**src/rtl/rf_bist_pkg.sv**
```systemverilog
// rf_bist_pkg: shared FSM encoding and pattern constants for the register-file BIST.
// Rev 1.0
`default_nettype none
`timescale 1ns/1ps

package rf_bist_pkg;

  typedef enum logic [1:0] {
    ST_IDLE  = 2'd0,
    ST_WRITE = 2'd1,
    ST_READ  = 2'd2,
    ST_DONE  = 2'd3
  } state_t;

  localparam logic PAT_INV = 1'b1;

endpackage

`default_nettype wire

```
**src/rtl/rf_bist_pattern.sv**
```systemverilog
// rf_bist_pattern: combinational expected-data generator exp(pat, addr).
// Rev 1.0
`default_nettype none
`timescale 1ns/1ps

module rf_bist_pattern #(
  parameter int              ADDR_W  = 4,
  parameter int              DATA_W  = 32,
  parameter logic [DATA_W-1:0] SEED  = '0,
  parameter bit              ZERO_R0 = 1'b0
) (
  input  logic              pat,
  input  logic [ADDR_W-1:0] addr,
  output logic [DATA_W-1:0] exp_data
);
  import rf_bist_pkg::*;

  logic [DATA_W-1:0] sum;

  assign sum = SEED + DATA_W'(addr);

  always_comb begin
    exp_data = (pat == PAT_INV) ? ~sum : sum;
    // A hardwired r0 always reads back zero whatever was written.
    if (ZERO_R0 && (addr == '0)) exp_data = '0;
  end

endmodule

`default_nettype wire

```
**src/rtl/rf_bist_ctrl.sv**
```systemverilog
// rf_bist_ctrl: two-pattern write/read BIST initiator for the register file.
// Rev 1.0
`default_nettype none
`timescale 1ns/1ps

module rf_bist_ctrl #(
  parameter int                NREGS   = 16,
  parameter int                ADDR_W  = 4,
  parameter int                DATA_W  = 32,
  parameter logic [DATA_W-1:0] SEED    = '0,
  parameter bit                ZERO_R0 = 1'b0
) (
  input  logic              CLK,
  input  logic              RESET,
  input  logic              start,
  output logic              busy,
  output logic              done,
  output logic              pass,
  output logic [ADDR_W-1:0] fail_addr,
  output logic [1:0]        fail_port,
  output logic              WrEn,
  output logic [ADDR_W-1:0] RD,
  output logic [DATA_W-1:0] DataIn,
  output logic [ADDR_W-1:0] RS1,
  output logic [ADDR_W-1:0] RS2,
  input  logic [DATA_W-1:0] out1,
  input  logic [DATA_W-1:0] out2
);
  import rf_bist_pkg::*;

  localparam logic [ADDR_W-1:0] LAST = ADDR_W'(NREGS - 1);

  state_t            state, state_nxt;
  logic [ADDR_W-1:0] addr, addr_nxt;
  logic              pat, pat_nxt;
  logic [ADDR_W-1:0] rs2_addr;
  logic [DATA_W-1:0] exp1, exp2;
  logic [1:0]        mism;
  logic              clear_res, set_pass, set_fail;

  assign rs2_addr = LAST - addr;

  // The RS1 instance also produces write data, since RD and RS1 both follow addr.
  rf_bist_pattern #(.ADDR_W(ADDR_W), .DATA_W(DATA_W), .SEED(SEED), .ZERO_R0(ZERO_R0)) u_pat1 (
    .pat(pat), .addr(addr), .exp_data(exp1)
  );

  rf_bist_pattern #(.ADDR_W(ADDR_W), .DATA_W(DATA_W), .SEED(SEED), .ZERO_R0(ZERO_R0)) u_pat2 (
    .pat(pat), .addr(rs2_addr), .exp_data(exp2)
  );

  always_comb begin
    state_nxt = state;
    addr_nxt  = addr;
    pat_nxt   = pat;
    busy      = 1'b0;
    done      = 1'b0;
    WrEn      = 1'b0;
    RD        = '0;
    DataIn    = '0;
    RS1       = '0;
    RS2       = '0;
    mism      = 2'b00;
    clear_res = 1'b0;
    set_pass  = 1'b0;
    set_fail  = 1'b0;
    case (state)
      ST_IDLE: begin
        if (start) begin
          state_nxt = ST_WRITE;
          addr_nxt  = '0;
          pat_nxt   = 1'b0;
          clear_res = 1'b1;
        end
      end
      ST_WRITE: begin
        busy   = 1'b1;
        WrEn   = 1'b1;
        RD     = addr;
        DataIn = exp1;
        if (addr == LAST) begin
          state_nxt = ST_READ;
          addr_nxt  = '0;
        end else begin
          addr_nxt = addr + 1'b1;
        end
      end
      ST_READ: begin
        busy = 1'b1;
        RS1  = addr;
        RS2  = rs2_addr;
        mism = {out2 != exp2, out1 != exp1};
        if (mism != 2'b00) begin
          state_nxt = ST_DONE;
          set_fail  = 1'b1;
        end else if (addr == LAST) begin
          addr_nxt = '0;
          if (pat == PAT_INV) begin
            state_nxt = ST_DONE;
            set_pass  = 1'b1;
          end else begin
            state_nxt = ST_WRITE;
            pat_nxt   = PAT_INV;
          end
        end else begin
          addr_nxt = addr + 1'b1;
        end
      end
      ST_DONE: begin
        done      = 1'b1;
        state_nxt = ST_IDLE;
      end
      default: state_nxt = ST_IDLE;
    endcase
  end

  always_ff @(posedge CLK) begin
    if (RESET) begin
      state     <= ST_IDLE;
      addr      <= '0;
      pat       <= 1'b0;
      pass      <= 1'b0;
      fail_addr <= '0;
      fail_port <= 2'b00;
    end else begin
      state <= state_nxt;
      addr  <= addr_nxt;
      pat   <= pat_nxt;
      if (clear_res) begin
        pass      <= 1'b0;
        fail_addr <= '0;
        fail_port <= 2'b00;
      end
      if (set_pass) pass <= 1'b1;
      if (set_fail) begin
        pass      <= 1'b0;
        fail_port <= mism;
        fail_addr <= mism[0] ? addr : rs2_addr;
      end
    end
  end

endmodule

`default_nettype wire

```
**config.mk**
```make
export PLATFORM = sky130hd
export DESIGN_NAME = rf_bist_ctrl
export DESIGN_NICKNAME = d
export VERILOG_FILES = /design/src/rtl/rf_bist_pkg.sv /design/src/rtl/rf_bist_pattern.sv /design/src/rtl/rf_bist_ctrl.sv
export SDC_FILE = /design/constraint.sdc
export NUM_CORES = 1
export LEC_CHECK = 0
export CAP_MARGIN = 40
export CELL_PAD_IN_SITES_DETAIL_PLACEMENT = 1
export CELL_PAD_IN_SITES_GLOBAL_PLACEMENT = 1
export CORE_MARGIN = 2
export CORE_UTILIZATION = 24
export CTS_CLUSTER_SIZE = 30
export DETAILED_ROUTE_END_ITERATION = 6
export PLACE_DENSITY_LB_ADDON = 0.1
export SETUP_SLACK_MARGIN = 0.5
export SLEW_MARGIN = 20
export SYNTH_ARGS = -nofsm -noshare
export SYNTH_HDL_FRONTEND = slang
export SYNTH_SLANG_ARGS = --single-unit
```
**constraint.sdc**
```tcl
create_clock -name CLK -period 3.84 [get_ports CLK]
set_input_delay 0.384 -clock CLK [delete_from_list [all_inputs] [get_ports CLK]]
set_output_delay 0.384 -clock CLK [all_outputs]
set_load 0.02 [all_outputs]
```
==> impl_results.md, run 1 <==
* Status: complete, no violations
* DR pass1 iterations at 4
* CTS clk-pin slew, worst paths at ~0.06 ns
* Hold Vio Cnt, Final at 0
* Post-Syn Nets at 281
* Cts repair resizes at 0
* Sink Count at 14
* Die Wd at 84.86 um
* M1 GR Usage at a little over a fifth
* Crit Path Class: flop to output port
* Grt met2 use at about 25%
* VDD IR-drop max at 0.3326 mV
* CP arrival at approximately 2.6 ns
* Commonest cells after routing, fill and taps aside: clkdlybuf4s50_1, dfxtp_1, and2_1
* Max Clock Skew at 0.006192 ns
* Clock buffer depth at 2
* Slew Viols, Final at 0
* Total setup buffers inserted after CTS at 0
* Antenna diode instance count at 0
* CP endpoint kind: output port
* Via density at 4.920
* CTS Buf Count at 3
* IO buf count at between 100 and 150
* Final hold slack at about 0.46 ns
* H-Tree Depth at 1
* Final worst path period need at around 3 ns
* Mapped Area at 0.001569 mm^2
* Gpl congestion at about 0.81
* Post-synth EDFFs at 0
* # DRC at 0
* Root buffer cell: clkbuf_8
* Die area at 0.007200 mm^2
* Initial antenna violation count at 0
* Met3 usage at 2.237%
* Core box area at approximately 0.0063 mm^2
* Initial core utilization at around 25%
* Setup-failing EPs final at 0
* Commonest non-fill, non-tap cell in the layout: clkdlybuf4s50_1
* Crit start category: flop
* CTS tree: built
* Final worst path period share at a little under 80%
* GRT Overall Usage at about 15%
* Per-instance average area after synthesis at approximately 7.5 um^2
* Die Y at roughly 85 um
* Iter 0 DRT Violations at 33
* Synthesized instance count at about 210
* Finished Cell Area at between 0.002 and 0.003 mm^2
* Hold crit path type: flop to flop
* Ys async rst share at 0%
* Yosys Warn Count at 0
* Global route hottest layer: met2
* Num rows at 29
* Sequential fraction of the synthesis area at ~18%
* Area growth from synthesis to layout at 70.41%
* Yosys reg bits at 14
* Fillers at just under 800
* Worst Tran Pin Value at about 0.77 ns
* Clock Latency Late Sink at between 0.2 and 0.25 ns
* Hold Buf Count CTS at 0
* Layout cells sized above 1 at between 3 and 4%
* Critical path required time at 3.46 ns
* Hpwl dp at around 4.7 mm
* Unrepaired setup endpoints after global routing: false
* Overflow after GRT at 0
* Largest net degree at the start of global routing at 29
* Slew HR at about half
* Post-place instance area at between 0.002 and 0.003 mm^2
* Max cap viols at 0
* Fmax at about 0.34 GHz
* Cell variety after synth at 44
* Fin Setup TNS at 0 ns
* Crit Path Max Fanout at 28
* Number of global-route vias before repair at 1,836
* Synth Flop Type: dfxtp_1
* Via Count at approximately 1,800
* Routed wire length at around 5.8 mm
* First-pass GRT wire length at roughly 9.1 mm
* Nets at around 370
* Pleak at between 0.0009 and 0.001 uW
* IO Pins at approximately 120
* PD cells at 330.8 mW/mm^2
* Routed WL per cell at 15.45 um
* Post-DRT Antenna Nets at 0
[report_power, final]
group | internal (uW) | switching (uW)
clock network | 90.7 | 53.4
logic | 254 | 278
registers | 169 | 38.8
[cell families after synthesis]
family	Yosys count	synth area share [%]
buffers and inverters	43	17.46
XOR/XNOR	12	6.699
AND/OR/NAND/NOR	98	36.20
AO/OA/AOI/OAI	34	15.87
flip-flops	14	17.86
multiplexers	3	1.914
adder cells (fa/ha/maj)	5	3.987
[cells in the mapped netlist, drive strengths merged (3+ instances only)]
cell type / count / area share, %
nor4: 8 / 3.2
a21oi: 4 / 1.3
nor3: 12 / 3.8
o21ai: 8 / 2.6
a31oi: 3 / 1.2
nand4: 9 / 3.6
nor2: 9 / 2.2
and2: 13 / 5.2
nand2: 10 / 2.4
ha: 5 / 4.0
o211ai: 3 / 1.4
dfxtp: 14 / 18
a221o: 4 / 2.6
nor2b: 4 / 1.6
nand3: 9 / 2.9
inv: 5 / 1.2
nand2b: 3 / 1.2
xor2: 8 / 4.5
buf: 32 / 15
xnor2: 4 / 2.2
clkbuf: 6 / 1.4
or4: 9 / 4.5
or3: 5 / 2.0
mux2i: 3 / 1.9
[metal layers]
layer	wire, um	part of all wire [%]
met1	2896	50
met4	57	0.99
met2	2520	44
met5	0	0
met3	288	5.0
[through the flow]
stage	power [uW]	std cells	setup WS [ns]	utilization, %
floorplan	515.7	209	1.312	-
global placement	741.8	369	0.7015	41.24
detailed placement	744.0	369	0.6726	41.24
CTS	892.4	373	0.8418	42.11
global route	951.9	373	0.6393	42.11
finish	884.6	373	0.8762	42.11
[flip-flops by register name, indices dropped and copies added (netlist names)]
name	cells
state	2
addr	4
pass	1
pat	1
fail_port	2
fail_addr	4
[layout make-up]
type	instances	area (um^2)	share of cell area, %
inverter	5	18.77	0.7019
timing repair buffer	121	1209	45.20
sequential	14	280.3	10.48
tap	77	96.34	3.603
clock buffer	4	55.05	2.059
multi-input combinational	152	1015	37.95
[path summary, 6_finish.rpt]
path / from / end / slack [ns] / cells past startpoint
max: state[1]$_SDFFE_PP0P_ / DataIn[21] / 0.88 / 4
min: fail_port[0]$_SDFFE_PP0P_ / fail_port[0]$_SDFFE_PP0P_ / 0.46 / 1
max reg2reg: pat$_SDFFE_PP0P_ / addr[2]$_SDFFE_PP0P_ / 0.92 / 8
min reg2reg: fail_port[0]$_SDFFE_PP0P_ / fail_port[0]$_SDFFE_PP0P_ / 0.46 / 1
[critical path, cell delays in order, from the launching register on]
cell	delay, ns
dfxtp_1	0.36
inv_1	0.12
ha_1	0.40
and2_1	0.70
clkdlybuf4s50_1	0.75
Note: power is estimated with default switching activity, not from simulation.
==> run 2: changes to the inputs <==
--- a/config.mk
+++ b/config.mk
@@ -9,7 +9,7 @@
 export CELL_PAD_IN_SITES_DETAIL_PLACEMENT = 1
 export CELL_PAD_IN_SITES_GLOBAL_PLACEMENT = 1
 export CORE_MARGIN = 2
-export CORE_UTILIZATION = 24
+export CORE_UTILIZATION = 20
 export CTS_CLUSTER_SIZE = 30
 export DETAILED_ROUTE_END_ITERATION = 6
 export PLACE_DENSITY_LB_ADDON = 0.1
==> constraint.sdc (replaced) <==
create_clock -name CLK -period 2.5 [get_ports CLK]
set_input_delay 0.25 -clock CLK [delete_from_list [all_inputs] [get_ports CLK]]
set_output_delay 0.25 -clock CLK [all_outputs]
set_load 0.02 [all_outputs]
==> run 2 against run 1 <==
The flow now finishes with violations (negative setup slack). Cell count up 12%. Die area is 19% higher. Count of clock-buffer cells in the layout did not move. Clock power up 60%. Highest routed layer unchanged.
==> impl_results.md, run 2 (synthesized netlist as in run 1, its figures left out) <==
* Die Y at 92.57 um (+9.1%)
* Via Count at 1,899 (+3.5%)
* Routed WL per cell at 15.24 um (-1.4%)
* Nets at 390 (+5.7%)
* GRT Overall Usage at 14.12% (-1.1 points)
* CTS Buf Count at 3 (unchanged)
* Commonest cells after routing, fill and taps aside: clkdlybuf4s50_1, dlygate4sd2_1, buf_4
* Post-DRT Antenna Nets at 0 (unchanged)
* Hold crit path type: flop to flop
* Final worst path period share at 104.8%
* Fmax at ~0.38 GHz
* Commonest non-fill, non-tap cell in the layout: clkdlybuf4s50_1
* Routed wire length at 6.384 mm (+11%)
* VDD IR-drop max at 0.3545 mV (+6.6%)
* Status: complete, but fails checks
* Initial core utilization at 20.52% (-4.2 points)
* Area growth from synthesis to layout at 91.87%
* Sw Pwr at 643.5 uW (+74%)
* Root buffer cell: clkbuf_8
* Num rows at 32 (+10%)
* Reg power frac at 19.9% (-3.6 points)
* Crit Path Class: input port to flop
* Inst Count DP at 407 (+10%)
* Hold Buf Count CTS at 0 (unchanged)
* H-Tree Depth at 1 (unchanged)
* Overflow after GRT at 0 (unchanged)
* Largest registers: addr: 4 flops, fail_addr: 4 flops
* Layout cells sized above 1 at 16.09% (+13 points)
* CTS clk-pin slew, worst paths at 0.06 ns (about the same)
* Crit Path Max Fanout at 6 (-79%)
* Gpl congestion at 0.7444 (-8.5%)
* # DRC at 0 (unchanged)
* Iter 0 DRT Violations at 34 (+3.0%)
* Die Wd at 92.57 um (+9.1%)
* Sink Count at 14 (unchanged)
* DR pass1 iterations at 4 (unchanged)
* PD cells at 492.2 mW/mm^2 (+49%)
* Tot Pwr at 1482 uW (+67%)
* Slew HR at 59.52% (+11 points)
* Critical path required time at 2.69 ns (-0.77 ns)
* Number of global-route vias before repair at 1,815 (-1.1%)
* Clock buffer depth at 2 (unchanged)
* Core box area at 0.007647 mm^2 (+20%)
* Max Clock Skew at 0.005624 ns (-0.0005678 ns)
* Via density at 4.532 (-7.9%)
* Unrepaired setup endpoints after global routing: true
* CP endpoint kind: flop
* Switching part of the total at 43.43% (+1.6 points)
* Die area at 0.008569 mm^2 (+19%)
* Final Worst Setup Slack at -0.1211 ns (-0.9974 ns)
* CTS tree: built
* Final worst path period need at about 2.6 ns
* Fin Setup TNS at -0.7553 ns (-0.7553 ns)
* Setup-failing EPs final at 10 (+10)
* Largest net degree at the start of global routing at 29 (unchanged)
* Antenna diode instance count at 0 (unchanged)
* Clock power frac at 15.5% (-0.8 points)
* Combinational Power Share at 64.6% (+4.4 points)
* Final hold slack at 0.4620 ns (+0.003126 ns)
* Hold Vio Cnt, Final at 0 (unchanged)
* Hpwl dp at 5.009 mm (+7.0%)
* Clock Latency Late Sink at 0.25 ns (about the same)
* CP arrival at 2.81 ns (+0.23 ns)
* Failing checks: negative setup slack
* Max cap viols at 0 (unchanged)
* Pleak at 0.001522 uW (+60%)
* IO buf count at 120 (unchanged)
* Final cell count without fillers at 419 (+12%)
* Internal at 838.1 uW (+63%)
* IO Pins at 121 (unchanged)
* Crit start category: input port
* Worst Tran Pin Value at 0.6020 ns (-0.1705 ns)
* Slew Viols, Final at 0 (unchanged)
* Initial antenna violation count at 0 (unchanged)
* First-pass GRT wire length at 9.908 mm (+9.0%)
==> run 2: cell types whose count changed in the layout (fill, tap and decap cells not counted), sizes merged <==
cell,change
dlygate4sd2,+38
buf,+21
dlymetal6s2s,+16
clkdlybuf4s50,-54
==> run 2: power groups by stage <==
stage / Sequential (uW) / Combinational, uW / Clock, uW
finish: 294 / 958 / 230
detailed placement: 296 / 926 / 0
global placement: 294 / 926 / 0
CTS: 294 / 947 / 235
floorplan: 304 / 497 / 0
global route: 298 / 1040 / 244
==> run 2: path summary, 6_finish.rpt <==
| path | startpoint | endpoint | slack, ns | cells past startpoint |
|---|---|---|---|---|
| min | fail_port[0]$_SDFFE_PP0P_ | fail_port[0]$_SDFFE_PP0P_ | 0.46 | 1 |
| min reg2reg | fail_port[0]$_SDFFE_PP0P_ | fail_port[0]$_SDFFE_PP0P_ | 0.46 | 1 |
| max | out1[28] | fail_addr[2]$_SDFFE_PP0P_ | -0.12 | 9 |
| max reg2reg | pat$_SDFFE_PP0P_ | fail_addr[2]$_SDFFE_PP0P_ | -0.10 | 9 |
==> run 2: final cells by class <==
type / instances / area [um^2]
multi-input cells: 152 / 1137
clock buffers: 4 / 55.05
repair buffers: 142 / 1389
fillers: 904 / 4637
well taps: 102 / 127.6
inverters: 5 / 18.77
flip-flops and latches: 14 / 282.8
==> run 2: routing by layer <==
metal,track usage [%],wire length (um),vias up
li1,-,-,964
met1,19.92,3087,864
met2,23.11,2871,66
met3,1.871,384,5
met4,2.612,40,0
met5,0,0,-
==> run 2: timing repair <==
action	CTS	global route
resized for setup	55	30
pin swaps	24	12
buffers inserted	7	1
gates cloned	0	0
endpoints found under the setup margin	59	27
==> run 2: critical path: stages <==
cell             delay, ns
clkdlybuf4s50_1       0.43
or4_4                 0.51
nor4_4                0.24
o21ai_2               0.09
or3_4                 0.41
o21a_4                0.24
buf_12                0.12
nor3b_4               0.31
a221o_1               0.21
==> run 2: metrics by stage <==
stage / utilization [%] / cell area, um^2 / setup WS, ns
3_5_place_dp: 36.35 / 2780 / -0.5659
6_report: 39.37 / 3010 / -0.1211
5_1_grt: 39.37 / 3010 / -0.1868
3_3_place_gp: 36.35 / 2780 / -0.4809
4_1_cts: 38.01 / 2907 / -0.1074
2_1_floorplan: - / 1577 / 0.06040
==> run 3: changes to the inputs <==
--- a/config.mk
+++ b/config.mk
@@ -12,7 +12,7 @@
 export CORE_UTILIZATION = 20
 export CTS_CLUSTER_SIZE = 30
 export DETAILED_ROUTE_END_ITERATION = 6
-export PLACE_DENSITY_LB_ADDON = 0.1
+export PLACE_DENSITY_LB_ADDON = 0.12
 export SETUP_SLACK_MARGIN = 0.5
 export SLEW_MARGIN = 20
 export SYNTH_ARGS = -nofsm -noshare
==> run 3 against run 2 <==
Register-to-register slack got worse by 0.02 ns. Combinational power is 8% higher. Maximum frequency about the same. First-iteration DRC count is 21% higher. Global-route usage is 0.50 points higher. Clock skew decreased by 0.0049 ns. Worst hold slack worse by 0.0066 ns. Largest cell class unchanged. Sequential power barely moved. The run still ends with negative setup slack left. Die area stayed put. Design area is 4.2% higher. Sequential share of layout area is 0.30 points lower. Total power increased by 4.3%.
==> impl_results.md, run 3 (synthesized netlist as in run 1, its figures left out) <==
* Num rows at 32 (unchanged)
* Number of global-route vias before repair at 1,986 (+9.4%)
* Commonest non-fill, non-tap cell in the layout: clkdlybuf4s50_1
* CP endpoint kind: flop
* PD cells at 492.7 mW/mm^2 (+0.11%)
* Final hold slack at 0.4554 ns (-0.006611 ns)
* Hold Buf Count CTS at 0 (unchanged)
* Finished Cell Area at 0.003137 mm^2 (+4.2%)
* Critical path required time at 2.69 ns (about the same)
* Core box area at 0.007647 mm^2 (unchanged)
* Commonest cells after routing, fill and taps aside: clkdlybuf4s50_1, dlygate4sd2_1, buf_4
* Die area at 0.008569 mm^2 (unchanged)
* Die Y at 92.57 um (unchanged)
* Unrepaired setup endpoints after global routing: true
* Flop2flop setup slack at -0.12 ns (-0.02 ns)
* Slew Viols, Final at 0 (unchanged)
* Sink Count at 14 (unchanged)
* GRT Overall Usage at 14.62% (+0.50 points)
* CP arrival at 2.81 ns (about the same)
* Max Clock Skew at 0.0007326 ns (-0.004892 ns)
* Fmax at 0.3816 GHz (about the same)
* Via density at 4.634 (+2.2%)
* Die Wd at 92.57 um (unchanged)
* Fin Setup TNS at -0.9950 ns (-0.2397 ns)
* Final worst path period need at 2.620 ns (-0.0008460 ns)
* Post-place instance area at 0.002795 mm^2 (+0.54%)
* Hold crit path type: flop to flop
* Initial antenna violation count at 0 (unchanged)
* Clock Latency Late Sink at 0.24 ns (about the same)
* IO buf count at 120 (unchanged)
* Iter 0 DRT Violations at 41 (+21%)
* Initial core utilization at 20.52% (unchanged)
* Hpwl dp at 5.029 mm (+0.41%)
* Hold Vio Cnt, Final at 0 (unchanged)
* H-Tree Depth at 1 (unchanged)
* First-pass GRT wire length at 10.15 mm (+2.4%)
* # DRC at 0 (unchanged)
* Setup WS pre-CTS at -0.5142 ns (+0.05161 ns)
* Slew HR at 66.92% (+7.4 points)
* Via Count at 1,988 (+4.7%)
* Routed wire length at 6.680 mm (+4.6%)
* CTS Buf Count at 3 (unchanged)
* IO Pins at 121 (unchanged)
* VDD IR-drop max at 0.3017 mV (-15%)
* Crit Path Class: flop to flop
* Status: complete, but fails checks
* Crit Path Max Fanout at 7 (+1)
* Layout cells sized above 1 at 21.10% (+5.0 points)
* Gpl congestion at 0.7866 (+5.7%)
* Largest net degree at the start of global routing at 29 (unchanged)
* Failing checks: negative setup slack
* Setup-failing EPs final at 11 (+1)
* Max cap viols at 0 (unchanged)
* Overflow after GRT at 0 (unchanged)
* Antenna diode instance count at 0 (unchanged)
* DR pass1 iterations at 4 (unchanged)
* Routed WL per cell at 15.57 um (+2.2%)
* Crit start category: flop
* Worst Tran Pin Value at 0.4919 ns (-0.1101 ns)
* Nets at 400 (+2.6%)
* Tot Pwr at 1546 uW (+4.3%)
* Pleak at 0.001550 uW (+1.9%)
* Area growth from synthesis to layout at 99.92%
* CTS clk-pin slew, worst paths at 0.06 ns (about the same)
* Final worst path period share at 104.8% (about the same)
* Final Worst Setup Slack at -0.1203 ns (+0.0008460 ns)
* Clock buffer depth at 2 (unchanged)
* Largest registers: addr: 4 flops, fail_addr: 4 flops
* Root buffer cell: clkbuf_8
* CTS tree: built
* Post-DRT Antenna Nets at 0 (unchanged)
-- run 3: worst paths after layout --
check	startpoint	to	cells past startpoint
worst max-delay path	pat$_SDFFE_PP0P_	fail_addr[3]$_SDFFE_PP0P_	9
worst min-delay path	fail_port[0]$_SDFFE_PP0P_	fail_port[0]$_SDFFE_PP0P_	1
worst max register to register	pat$_SDFFE_PP0P_	fail_addr[3]$_SDFFE_PP0P_	9
worst min register to register	fail_port[0]$_SDFFE_PP0P_	fail_port[0]$_SDFFE_PP0P_	1
-- run 3: metal layers --
layer | GRT usage (%) | up-vias | wire length, um
met5 | 0 | - | 0
met4 | 3.358 | 0 | 55
met3 | 1.546 | 4 | 341
met2 | 27.07 | 64 | 3426
met1 | 18.04 | 935 | 2855
li1 | - | 985 | -
-- run 3: final cells by class --
cell class              instances  area, um^2
clock buffers                   4       55.05
inverters                       5       18.77
fillers                       899        4511
repair buffers                152        1464
flip-flops and latches         14       285.3
well taps                     102       127.6
multi-input cells             152        1186
-- run 3: repair_timing --
item	in CTS	in global routing
setup endpoints to repair	59	18
pin swaps	18	27
buffers inserted	7	9
gates resized for setup	67	35
-- run 3: power by group --
group	total [uW]	switching, uW	internal [uW]
sequential	294	33.5	260
clock	223	83.7	139
combinational	1030	548	480
total	1550	665	880
-- run 3: per-stage QoR --
| stage | util (%) | std cells |
|---|---|---|
| floorplan | - | 209 |
| global placement | 36.55 | 409 |
| detailed placement | 36.55 | 409 |
| CTS | 38.33 | 420 |
| global route | 41.02 | 429 |
| finish | 41.02 | 429 |
-- run 3: critical path: stages (launching register included) --
cell	delay [ns]
dfxtp_4	0.36
buf_12	0.13
or4_4	0.40
mux2i_1	0.15
o21ai_1	0.09
or4_4	0.57
o21a_4	0.23
buf_12	0.13
nor3b_4	0.31
a221o_1	0.19
